<file path="config.mk">
export PLATFORM = sky130hd
export DESIGN_NAME = rs_csr_queue
export DESIGN_NICKNAME = d
export VERILOG_FILES = /design/src/rtl/rs_csr_queue.sv
export SDC_FILE = /design/constraint.sdc
export NUM_CORES = 2
export LEC_CHECK = 0
export ABC_CLOCK_PERIOD_IN_PS = 21000
export CORE_ASPECT_RATIO = 1.75
export CORE_MARGIN = 3
export CORE_UTILIZATION = 45
export CTS_BUF_LIST = sky130_fd_sc_hd__clkbuf_8
export CTS_CLUSTER_SIZE = 16
export DETAILED_ROUTE_END_ITERATION = 7
export PLACE_DENSITY = 0.7
export SETUP_SLACK_MARGIN = 0.4
export SYNTH_ARGS = -nofsm -noshare
export SYNTH_HDL_FRONTEND = slang
export SYNTH_SLANG_ARGS = --single-unit
export TNS_END_PERCENT = 50
</file>
<file path="constraint.sdc">
create_clock -name clk -period 21 [get_ports clk]
set_input_delay 2.1 -clock clk [delete_from_list [all_inputs] [get_ports clk]]
set_output_delay 2.1 -clock clk [all_outputs]
set_load 0.01 [all_outputs]
</file>
<file path="src/rtl/rs_csr_queue.sv">
// CSR reservation station: a circular, age-ordered buffer of CSR micro-ops.
// Each entry waits for its single source tag, then issues through a registered valid/ready port.
module rs_csr_queue #(
    parameter int DEPTH    = 16,
    parameter int TAG_W    = 8,
    parameter int NUM_WB   = 7,
    parameter int IN_ORDER = 1
) (
    input  logic                       clk,
    input  logic                       reset,
    input  logic                       flush,
    input  logic                       alloc_valid,
    output logic                       alloc_ready,
    input  logic [31:0]                alloc_inst_num,
    input  logic [TAG_W-1:0]           alloc_rd,
    input  logic [3:0]                 alloc_aluop,
    input  logic [31:0]                alloc_csr_data,
    input  logic [11:0]                alloc_csr_addr,
    input  logic [31:0]                alloc_imm,
    input  logic                       alloc_alusrc2,
    input  logic [TAG_W-1:0]           alloc_src_tag,
    input  logic                       alloc_src_ready,
    input  logic [NUM_WB-1:0]          wb_valid,
    input  logic [NUM_WB*TAG_W-1:0]    wb_tag,
    output logic                       issue_valid,
    input  logic                       issue_ready,
    output logic [31:0]                issue_inst_num,
    output logic [TAG_W-1:0]           issue_rd,
    output logic [3:0]                 issue_aluop,
    output logic [31:0]                issue_csr_data,
    output logic [11:0]                issue_csr_addr,
    output logic [31:0]                issue_imm,
    output logic                       issue_alusrc2,
    output logic [TAG_W-1:0]           issue_src_tag,
    output logic [$clog2(DEPTH+1)-1:0] count
);

    localparam int PTR_W = $clog2(DEPTH);
    localparam int CNT_W = $clog2(DEPTH+1);

    typedef struct packed {
        logic [31:0]      inst_num;
        logic [TAG_W-1:0] rd;
        logic [3:0]       aluop;
        logic [31:0]      csr_data;
        logic [11:0]      csr_addr;
        logic [31:0]      imm;
        logic             alusrc2;
        logic [TAG_W-1:0] src_tag;
    } entry_t;

    entry_t             slot_q [DEPTH];
    logic [DEPTH-1:0]   valid_q;
    logic [DEPTH-1:0]   rdy_q;
    logic [PTR_W-1:0]   head;
    logic [PTR_W-1:0]   tail;
    entry_t             issue_q;

    entry_t             alloc_entry;
    logic               alloc_fire;
    logic               alloc_wake;
    logic [DEPTH-1:0]   wake_match;
    logic [DEPTH-1:0]   eligible;
    logic               cand_found;
    logic [PTR_W-1:0]   cand_idx;
    logic               issue_fire;
    logic [DEPTH-1:0]   valid_after;
    logic [CNT_W-1:0]   adv;
    logic               adv_stop;
    logic [PTR_W-1:0]   scan_idx;
    logic [CNT_W-1:0]   count_next;

    assign alloc_ready = (count < CNT_W'(DEPTH));
    assign alloc_fire  = alloc_valid && alloc_ready;

    assign alloc_entry = '{
        inst_num: alloc_inst_num,
        rd:       alloc_rd,
        aluop:    alloc_aluop,
        csr_data: alloc_csr_data,
        csr_addr: alloc_csr_addr,
        imm:      alloc_imm,
        alusrc2:  alloc_alusrc2,
        src_tag:  alloc_src_tag
    };

    // Tag snooping: one comparator per (entry, channel) plus one set for the incoming op.
    always_comb begin
        alloc_wake = 1'b0;
        wake_match = '0;
        for (int c = 0; c < NUM_WB; c++) begin
            if (wb_valid[c] && (wb_tag[c*TAG_W +: TAG_W] == alloc_src_tag))
                alloc_wake = 1'b1;
            for (int i = 0; i < DEPTH; i++) begin
                if (wb_valid[c] && (wb_tag[c*TAG_W +: TAG_W] == slot_q[i].src_tag))
                    wake_match[i] = 1'b1;
            end
        end
        eligible = valid_q & (rdy_q | wake_match);
    end

    // Candidate selection: head only when in-order, else oldest eligible within the occupied window.
    always_comb begin
        cand_found = 1'b0;
        cand_idx   = head;
        scan_idx   = head;
        if (IN_ORDER != 0) begin
            cand_found = eligible[head];
        end else begin
            for (int k = 0; k < DEPTH; k++) begin
                scan_idx = head + PTR_W'(k);
                if (!cand_found && (k < int'(count)) && eligible[scan_idx]) begin
                    cand_found = 1'b1;
                    cand_idx   = scan_idx;
                end
            end
        end
        issue_fire = cand_found && (!issue_valid || issue_ready);
    end

    // Head skips every leading hole left after this cycle's issue; capacity returns only then.
    always_comb begin
        valid_after = valid_q;
        if (issue_fire)
            valid_after[cand_idx] = 1'b0;
        adv      = '0;
        adv_stop = 1'b0;
        for (int k = 0; k < DEPTH; k++) begin
            if (!adv_stop && (k < int'(count)) && !valid_after[head + PTR_W'(k)])
                adv = adv + CNT_W'(1);
            else
                adv_stop = 1'b1;
        end
        count_next = count - adv + CNT_W'(alloc_fire);
    end

    always_ff @(posedge clk) begin
        if (reset || flush) begin
            valid_q     <= '0;
            rdy_q       <= '0;
            head        <= '0;
            tail        <= '0;
            count       <= '0;
            issue_valid <= 1'b0;
            issue_q     <= '0;
        end else begin
            for (int i = 0; i < DEPTH; i++) begin
                if (valid_q[i] && wake_match[i])
                    rdy_q[i] <= 1'b1;
            end
            valid_q <= valid_after;
            if (alloc_fire) begin
                valid_q[tail] <= 1'b1;
                rdy_q[tail]   <= alloc_src_ready || alloc_wake;
                tail          <= tail + PTR_W'(1);
            end
            if (issue_fire) begin
                issue_q     <= slot_q[cand_idx];
                issue_valid <= 1'b1;
            end else if (issue_ready) begin
                issue_valid <= 1'b0;
            end
            head  <= head + PTR_W'(adv);
            count <= count_next;
        end
    end

    // Payload storage carries no reset; valid_q alone decides whether a slot means anything.
    always_ff @(posedge clk) begin
        if (!(reset || flush) && alloc_fire)
            slot_q[tail] <= alloc_entry;
    end

    assign issue_inst_num = issue_q.inst_num;
    assign issue_rd       = issue_q.rd;
    assign issue_aluop    = issue_q.aluop;
    assign issue_csr_data = issue_q.csr_data;
    assign issue_csr_addr = issue_q.csr_addr;
    assign issue_imm      = issue_q.imm;
    assign issue_alusrc2  = issue_q.alusrc2;
    assign issue_src_tag  = issue_q.src_tag;

endmodule

</file>
After elaboration in Yosys (flattened, before gate mapping)

Memories as Yosys holds them, arrays and structs flattened. A register that Yosys moved wholly into a read port is not among the register bits.
Cells that the tools add are included.

Register bits: 46
RAM bits: 2064
Input bits: 198
Output and inout bits: 136
Logic and storage cells: 636
Memories kept: 1

Memory list:

| name   | depth | width | read ports | clocked after Yosys merged registers in | write ports | RTL line | source |
|---|---|---|---|---|---|---|---|
| slot_q | 16    | 129   | 17         | 1                                       | 1           | 52       | `entry_t slot_q [DEPTH];` |

Add/subtract/negate cells: 34
Order comparisons: 36
Eq/ne operators: 119
Mux-type cells: 228
Bitwise gates (word level): 5
Reductions and logical operators: 207

Operators by type and width:

| cell                                                                                 | number |
|---|---|
| 8-bit == test                                                                        | 119 |
| 1-bit 2-to-1 mux                                                                     | 190 |
| 1-bit logical AND                                                                    | 171 |
| 4-bit by 5-bit < comparator with 1-bit output (second input constant)                | 17 |
| 5-bit by 1-bit adder with 5-bit output (second input constant)                       | 15 |
| 5-bit 2-to-1 mux                                                                     | 15 |
| 1-bit binary-select mux with 4-bit select                                            | 17 |
| 16-bit 2-to-1 mux                                                                    | 3 |
| 4-bit by 5-bit < comparator with 1-bit output (first input constant)                 | 8 |
| 4-bit adder (second input constant)                                                  | 8 |
| 16-bit AND                                                                           | 2 |
| 1-bit zero test                                                                      | 32 |
| 16-bit OR                                                                            | 2 |
| 3-bit by 5-bit < comparator with 1-bit output (first input constant)                 | 4 |
| 4-bit by 3-bit adder with 4-bit output (second input constant)                       | 4 |
| 16-bit bitwise mux                                                                   | 1 |
| 16-bit inverter                                                                      | 1 |
| 1-bit by 5-bit < comparator with 1-bit output (first input constant)                 | 2 |
| 2-bit by 5-bit < comparator with 1-bit output (first input constant)                 | 2 |
| 4-bit by 1-bit adder with 4-bit output (second input constant)                       | 2 |
| 4-bit by 2-bit adder with 4-bit output (second input constant)                       | 2 |
| 1-bit demux with 4-bit select                                                        | 2 |
| 4-bit by 1-bit greater-or-equal comparator with 1-bit output (second input constant) | 2 |
| 5-bit by 1-bit adder with 5-bit output                                               | 1 |
| 5 further kinds                                                                      | 7 |

Logic depth before layout (Yosys ltp)

Word-level depth: 80
Mapped depth: 76
Gate-level depth less buffers: 72

Worst setup path before layout

Ideal clock, no wire load.

Path type: input to register
From: in wb_tag[45]
To: reg count[4]
Library setup time: 0.070 ns
Data arrival time: 16.527 ns
Required time: 20.930 ns
Path slack: 4.403 ns
Stages on the path: 76
Path buffers: 5
Cells stage by stage: buf_4 buf_6 xor2_1 nor4_1 nand4_1 and4_1 nand4_1 a32oi_1 a41oi_4 buf_6 o211ai_2 a32oi_1 mux2_2 inv_1 mux4_2 a21oi_1 inv_1 nor3_1 [... 40 more ...] inv_1 ha_1 nor2_1 a21oi_1 ha_1 and4_1 xnor2_1 xnor2_1 inv_1 ha_1 ha_1 a21o_1 a21oi_1 xnor2_1 xnor2_1 xnor3_1 or3_1 a21oi_1

Cells in the longest elaborated chain, start to end: 75
Elaborated cells between the ends (all ways): 211
Classes of those cells: add/sub (17); eq/ne (16); mux (98); bitwise (2); reduce/logical (78)

Ends and longest elaborated chain:

| item                                                                            | RTL line | source |
|---|---|---|
| from (decl)                                                                     | 24       | `input logic [NUM_WB*TAG_W-1:0] wb_tag,` |
| 8-bit == test                                                                   | 95       | `if (wb_valid[c] && (wb_tag[c*TAG_W +: TAG_W] == slot_q[i].src_tag))` |
| 1-bit logical AND                                                               | 95       |  |
| 1-bit 2-to-1 mux (2 in series)                                                  | 95       |  |
| 16-bit OR (*)                                                                   | 99       | `eligible = valid_q & (rdy_q \| wake_match);` |
| 16-bit AND (*)                                                                  | 99       |  |
| 1-bit binary-select mux with 4-bit select (*)                                   | 108      | `cand_found = eligible[head];` |
| 1-bit 2-to-1 mux (not written as such) (*)                                      | 108      |  |
| 1-bit logical AND (*)                                                           | 118      | `issue_fire = cand_found && (!issue_valid \|\| issue_ready);` |
| 16-bit 2-to-1 mux (*)                                                           | 124      | `if (issue_fire)` |
| branches (longest 62 deep; another with 5-bit by 1-bit adder with 5-bit output) | n/a      |  |
| 5-bit 2-to-1 mux (*)                                                            | 129      | `if (!adv_stop && (k < int'(count)) && !valid_after[head + PTR_W'(k)])` |
| 5-bit subtractor (*)                                                            | 134      | `count_next = count - adv + CNT_W'(alloc_fire);` |
| 5-bit by 1-bit adder with 5-bit output (*)                                      | 134      |  |
| to (signal assigned)                                                            | 164      | `count <= count_next;` |
| to (decl)                                                                       | 35       | `output logic [$clog2(DEPTH+1)-1:0] count` |

Every way passes the cells marked *. The select of a mux whose other input is x is not followed.
A chain may end at the register's enable or synchronous reset.

Final worst setup path

From: in wb_tag[11]
To: reg count[4]

Cells in the longest elaborated chain, start to end: 79
Elaborated cells between the ends (all ways): 275
Classes of those cells: add/sub (17); eq/ne (16); mux (162); bitwise (2); reduce/logical (78)

Ends and longest elaborated chain:

| item                                                                            | RTL line |
|---|---|
| 8-bit == test                                                                   | 95 |
| 1-bit logical AND                                                               | 95 |
| 1-bit 2-to-1 mux (6 in series)                                                  | 95 |
| 16-bit OR (*)                                                                   | 99 |
| 16-bit AND (*)                                                                  | 99 |
| 1-bit binary-select mux with 4-bit select (*)                                   | 108 |
| 1-bit 2-to-1 mux (not written as such) (*)                                      | 108 |
| 1-bit logical AND (*)                                                           | 118 |
| 16-bit 2-to-1 mux (*)                                                           | 124 |
| branches (longest 62 deep; another with 5-bit by 1-bit adder with 5-bit output) | n/a |
| 5-bit 2-to-1 mux (*)                                                            | 129 |
| 5-bit subtractor (*)                                                            | 134 |
| 5-bit by 1-bit adder with 5-bit output (*)                                      | 134 |

Marked as above.

==> results.txt <==
outcome -> complete, no violations
switching power -> 2.88 mW
first-pass GRT wire length -> 461 mm
cell mode on critical path -> ha_1
boundary pin count -> 334
clock skew -> 0.121 ns
post-synthesis sequential area ratio -> 65.3%
GP Congestion -> 1.12
P_int -> 7.64 mW
Avg Inst Size Synth -> 16.4 sq um
Period minus WS final -> 19.13 ns
grt ovf -> 0
Slew Limit Fails -> 0
vias in the first global route -> 60800
Finished Layout Cells -> 9616
Worst Hold Class -> reg2reg
number of synthesized flops with an enable pin -> 2064
CTS resizes -> 0
Worst-Skew Late Latency -> 0.97 ns
Final period util -> 91.1%
fmax -> 0.0523 GHz
Post-Route Setup TNS -> 0 ns
cell row count -> 228
Leakage Power -> 35.2 nW
CTS tree -> yes
Final WS setup -> 1.87 ns
Post-Syn Instances -> 6133
max-cap violation count -> 0
PwrDens -> 93.4 nW/um^2
drt pass-1 iters -> 7
post-DP HPWL -> 194 mm
Syn Std Cell Area -> 100000 sq um
initial antenna violation count -> 66
slowest CP cell -> clkdlybuf4s50_1
CP endpoint kind -> flip-flop
WP data required -> 21.83 ns
Fillers -> 18000
PortBufs -> 333
Reg power frac -> 47.0%
RSZ-0062 raised after global routing -> false
# DRC -> 0
drt total wl -> 327 mm
Initial Util -> 45.4%
Net Count, Synth -> 6377
Via Count -> 59500
Yosys warning total -> 0
relative slew slack -> 17.1%
CTS clk-pin slew, worst paths -> 0.07 ns
final net count -> 6712
GRT Util Overall -> 28.4%
prevailing post-synth register cell -> edfxtp_1
cts bufs inserted -> 324
via density per instance -> 6.19
Post-Place Worst Slack -> 1.64 ns
Clock Tree Root -> clkbuf_8
Setup Buffers After CTS -> 0
remaining antenna violation count -> 0
Avg WL per Cell -> 34.0 microns
CP Launch Type -> input port
CP Class -> in2reg
worst vdd ir -> 74.8 uV
core area -> 221000 sq um
Cells after DPL -> 9017
Hold-fix buffers, CTS -> 0
htree depth -> 5
Gate power share -> 21.4%
clock sink count -> 2239
layout cells sized above 1 -> 19.2%
clock power share -> 31.6%
largest net degree at the start of global routing -> 140
Sw Ratio -> 27.4%
Post-synth ARST share -> 0%
Yosys reg bits -> 2239
Worst-Margin Slew -> 1.23 ns
area delta synth->final -> 12.2%
slowest stage delay, CP -> 0.96 ns
Clock Tree Buf Depth -> 4
Final Setup Violations -> 0
overall power -> 10.5 mW
Die Y -> 631 microns
drt initial violations -> 6075
WP data arrival -> 19.96 ns
Final Hold Vio Count -> 0
count of cell types in the netlist -> 102
CP max FO -> 16
final core occ -> 50.9%
die area -> 229000 sq um
Die X -> 363 microns
==> synthesized netlist by cell type, drive strengths merged (4+ instances only) <==
| master | instances | area share [%] |
|---|---|---|
| mux2i | 17 | 0.17 |
| and4 | 9 | 0.081 |
| a21oi | 202 | 1.0 |
| a32oi | 14 | 0.13 |
| clkbuf | 239 | 0.90 |
| xnor2 | 419 | 3.7 |
| nand4 | 120 | 0.75 |
| nand2 | 506 | 1.9 |
| or2 | 8 | 0.050 |
| dfxtp | 175 | 3.5 |
| a311oi | 15 | 0.14 |
| nor4 | 103 | 0.64 |
| inv | 51 | 0.19 |
| a22oi | 10 | 0.085 |
| o2111ai | 10 | 0.10 |
| o21ai | 36 | 0.18 |
| nor2 | 97 | 0.37 |
| ha | 44 | 0.55 |
| nand2b | 6 | 0.037 |
| and3 | 23 | 0.14 |
| nor3 | 111 | 0.56 |
| nand3b | 4 | 0.030 |
| mux2 | 10 | 0.11 |
| nand3 | 187 | 0.94 |
| o41ai | 4 | 0.042 |
| nor2b | 25 | 0.16 |
| o22ai | 9 | 0.056 |
| a31oi | 18 | 0.11 |
| a211oi | 20 | 0.15 |
| a41oi | 6 | 0.071 |
| edfxtp | 2064 | 62 |
| o31ai | 7 | 0.057 |
| buf | 273 | 1.7 |
| and2 | 22 | 0.14 |
| o211ai | 8 | 0.070 |
| xnor3 | 5 | 0.11 |
| mux4 | 608 | 14 |
| a21o | 8 | 0.060 |
| xor2 | 578 | 5.1 |
| or3 | 9 | 0.056 |
==> metal layers <==
layer | vias up | routed length, microns | GRT usage (%)
li1 | 24300 | - | -
met5 | - | 429 | 0
met4 | 58 | 23700 | 17.2
met2 | 3364 | 156000 | 46.0
met3 | 1086 | 30300 | 7.15
met1 | 30700 | 117000 | 34.4
==> placed cells by master (no fill, tap or decap), types with 36 or more instances in the layout <==
cell type and instances:
clkinv_2 36, xor2_1 577, dfxtp_1 171, nand2_1 506
nand3_1 186, nand4_1 119, edfxtp_1 2064, clkinv_1 61
xnor2_1 418, nor3_1 108, nor2_1 82, nor4_1 101
mux4_2 604, inv_1 147, buf_4 176, ha_1 44
a21oi_1 200, clkbuf_8 356, clkdlybuf4s50_1 327
==> critical path, delay by kind of cell <==
kind	cells	cell delay, ns
AOI/OAI and AO/OA	19	4.02
xor gates and xnor gates	6	1.06
adders and majority gates	15	4.14
buffers and inverters	10	2.20
muxes	10	2.38
and+or+nand+nor	13	3.98
==> logic make-up (layout without fill, tap and decap cells) <==
| group | Yosys count | count (layout) | synth area share, % |
|---|---|---|---|
| buffers and inverters | 564 | 1151 | 2.76 |
| adder cells (fa/ha/maj) | 47 | 47 | 0.599 |
| AO/OA/AOI/OAI | 405 | 405 | 2.66 |
| other | 0 | 21 | 0 |
| flip-flops | 2239 | 2239 | 65.3 |
| XOR/XNOR | 1002 | 1002 | 8.83 |
| multiplexers | 635 | 635 | 13.9 |
| AND/OR/NAND/NOR | 1241 | 1241 | 5.95 |
==> stage by stage <==
step,instance area (sq um),hold slack [ns]
floorplan,100000,0.449
global placement,106000,0.444
detailed placement,106000,0.448
CTS,112000,0.456
global route,113000,0.474
finish,113000,0.454
==> power by group through the flow <==
stage          Sequential [mW]  Combinational, mW  Clock, mW
4_1_cts                   4.94               2.26       3.40
3_5_place_dp              5.04               2.25          0
5_1_grt                   4.94               2.44       3.58
2_1_floorplan             5.01               1.71          0
6_report                  4.94               2.25       3.33
3_3_place_gp              5.03               2.25          0
==> sequential cells by signal (all words and copies together), names as in the netlist <==
name,count
issue_csr_data,32
issue_src_tag,8
issue_rd,8
issue_alusrc2,1
issue_aluop,4
tail,4
rdy_q,16
valid_q,16
slot_q,2064
issue_inst_num,32
issue_valid,1
count,5
issue_csr_addr,12
issue_imm,32
cand_idx,4
==> cell type report <==
| cell class | count | area [sq um] | area share, % |
|---|---|---|---|
| inverters | 52 | 205 | 0.182 |
| repair buffers | 521 | 4860 | 4.32 |
| well taps | 2875 | 3600 | 3.20 |
| multi-input cells | 3330 | 32200 | 28.6 |
| diodes | 21 | 52.6 | 0.0467 |
| clock buffers | 356 | 4900 | 4.35 |
| flip-flops and latches | 2239 | 65500 | 58.2 |
| clock inverters | 222 | 1200 | 1.06 |
==> final timing paths <==
kind | to | slack, ns | startpoint | cells past startpoint
worst max-delay path | count[4] | 1.87 | wb_tag[11] | 73
worst min-delay path | issue_inst_num[20] | 0.45 | issue_inst_num[20] | 2
worst max register to register | count[4] | 3.14 | slot_q[6][5] | 71
worst min register to register | issue_inst_num[20] | 0.45 | issue_inst_num[20] | 2
No activity file was read; power rests on OpenSTA's default activity.
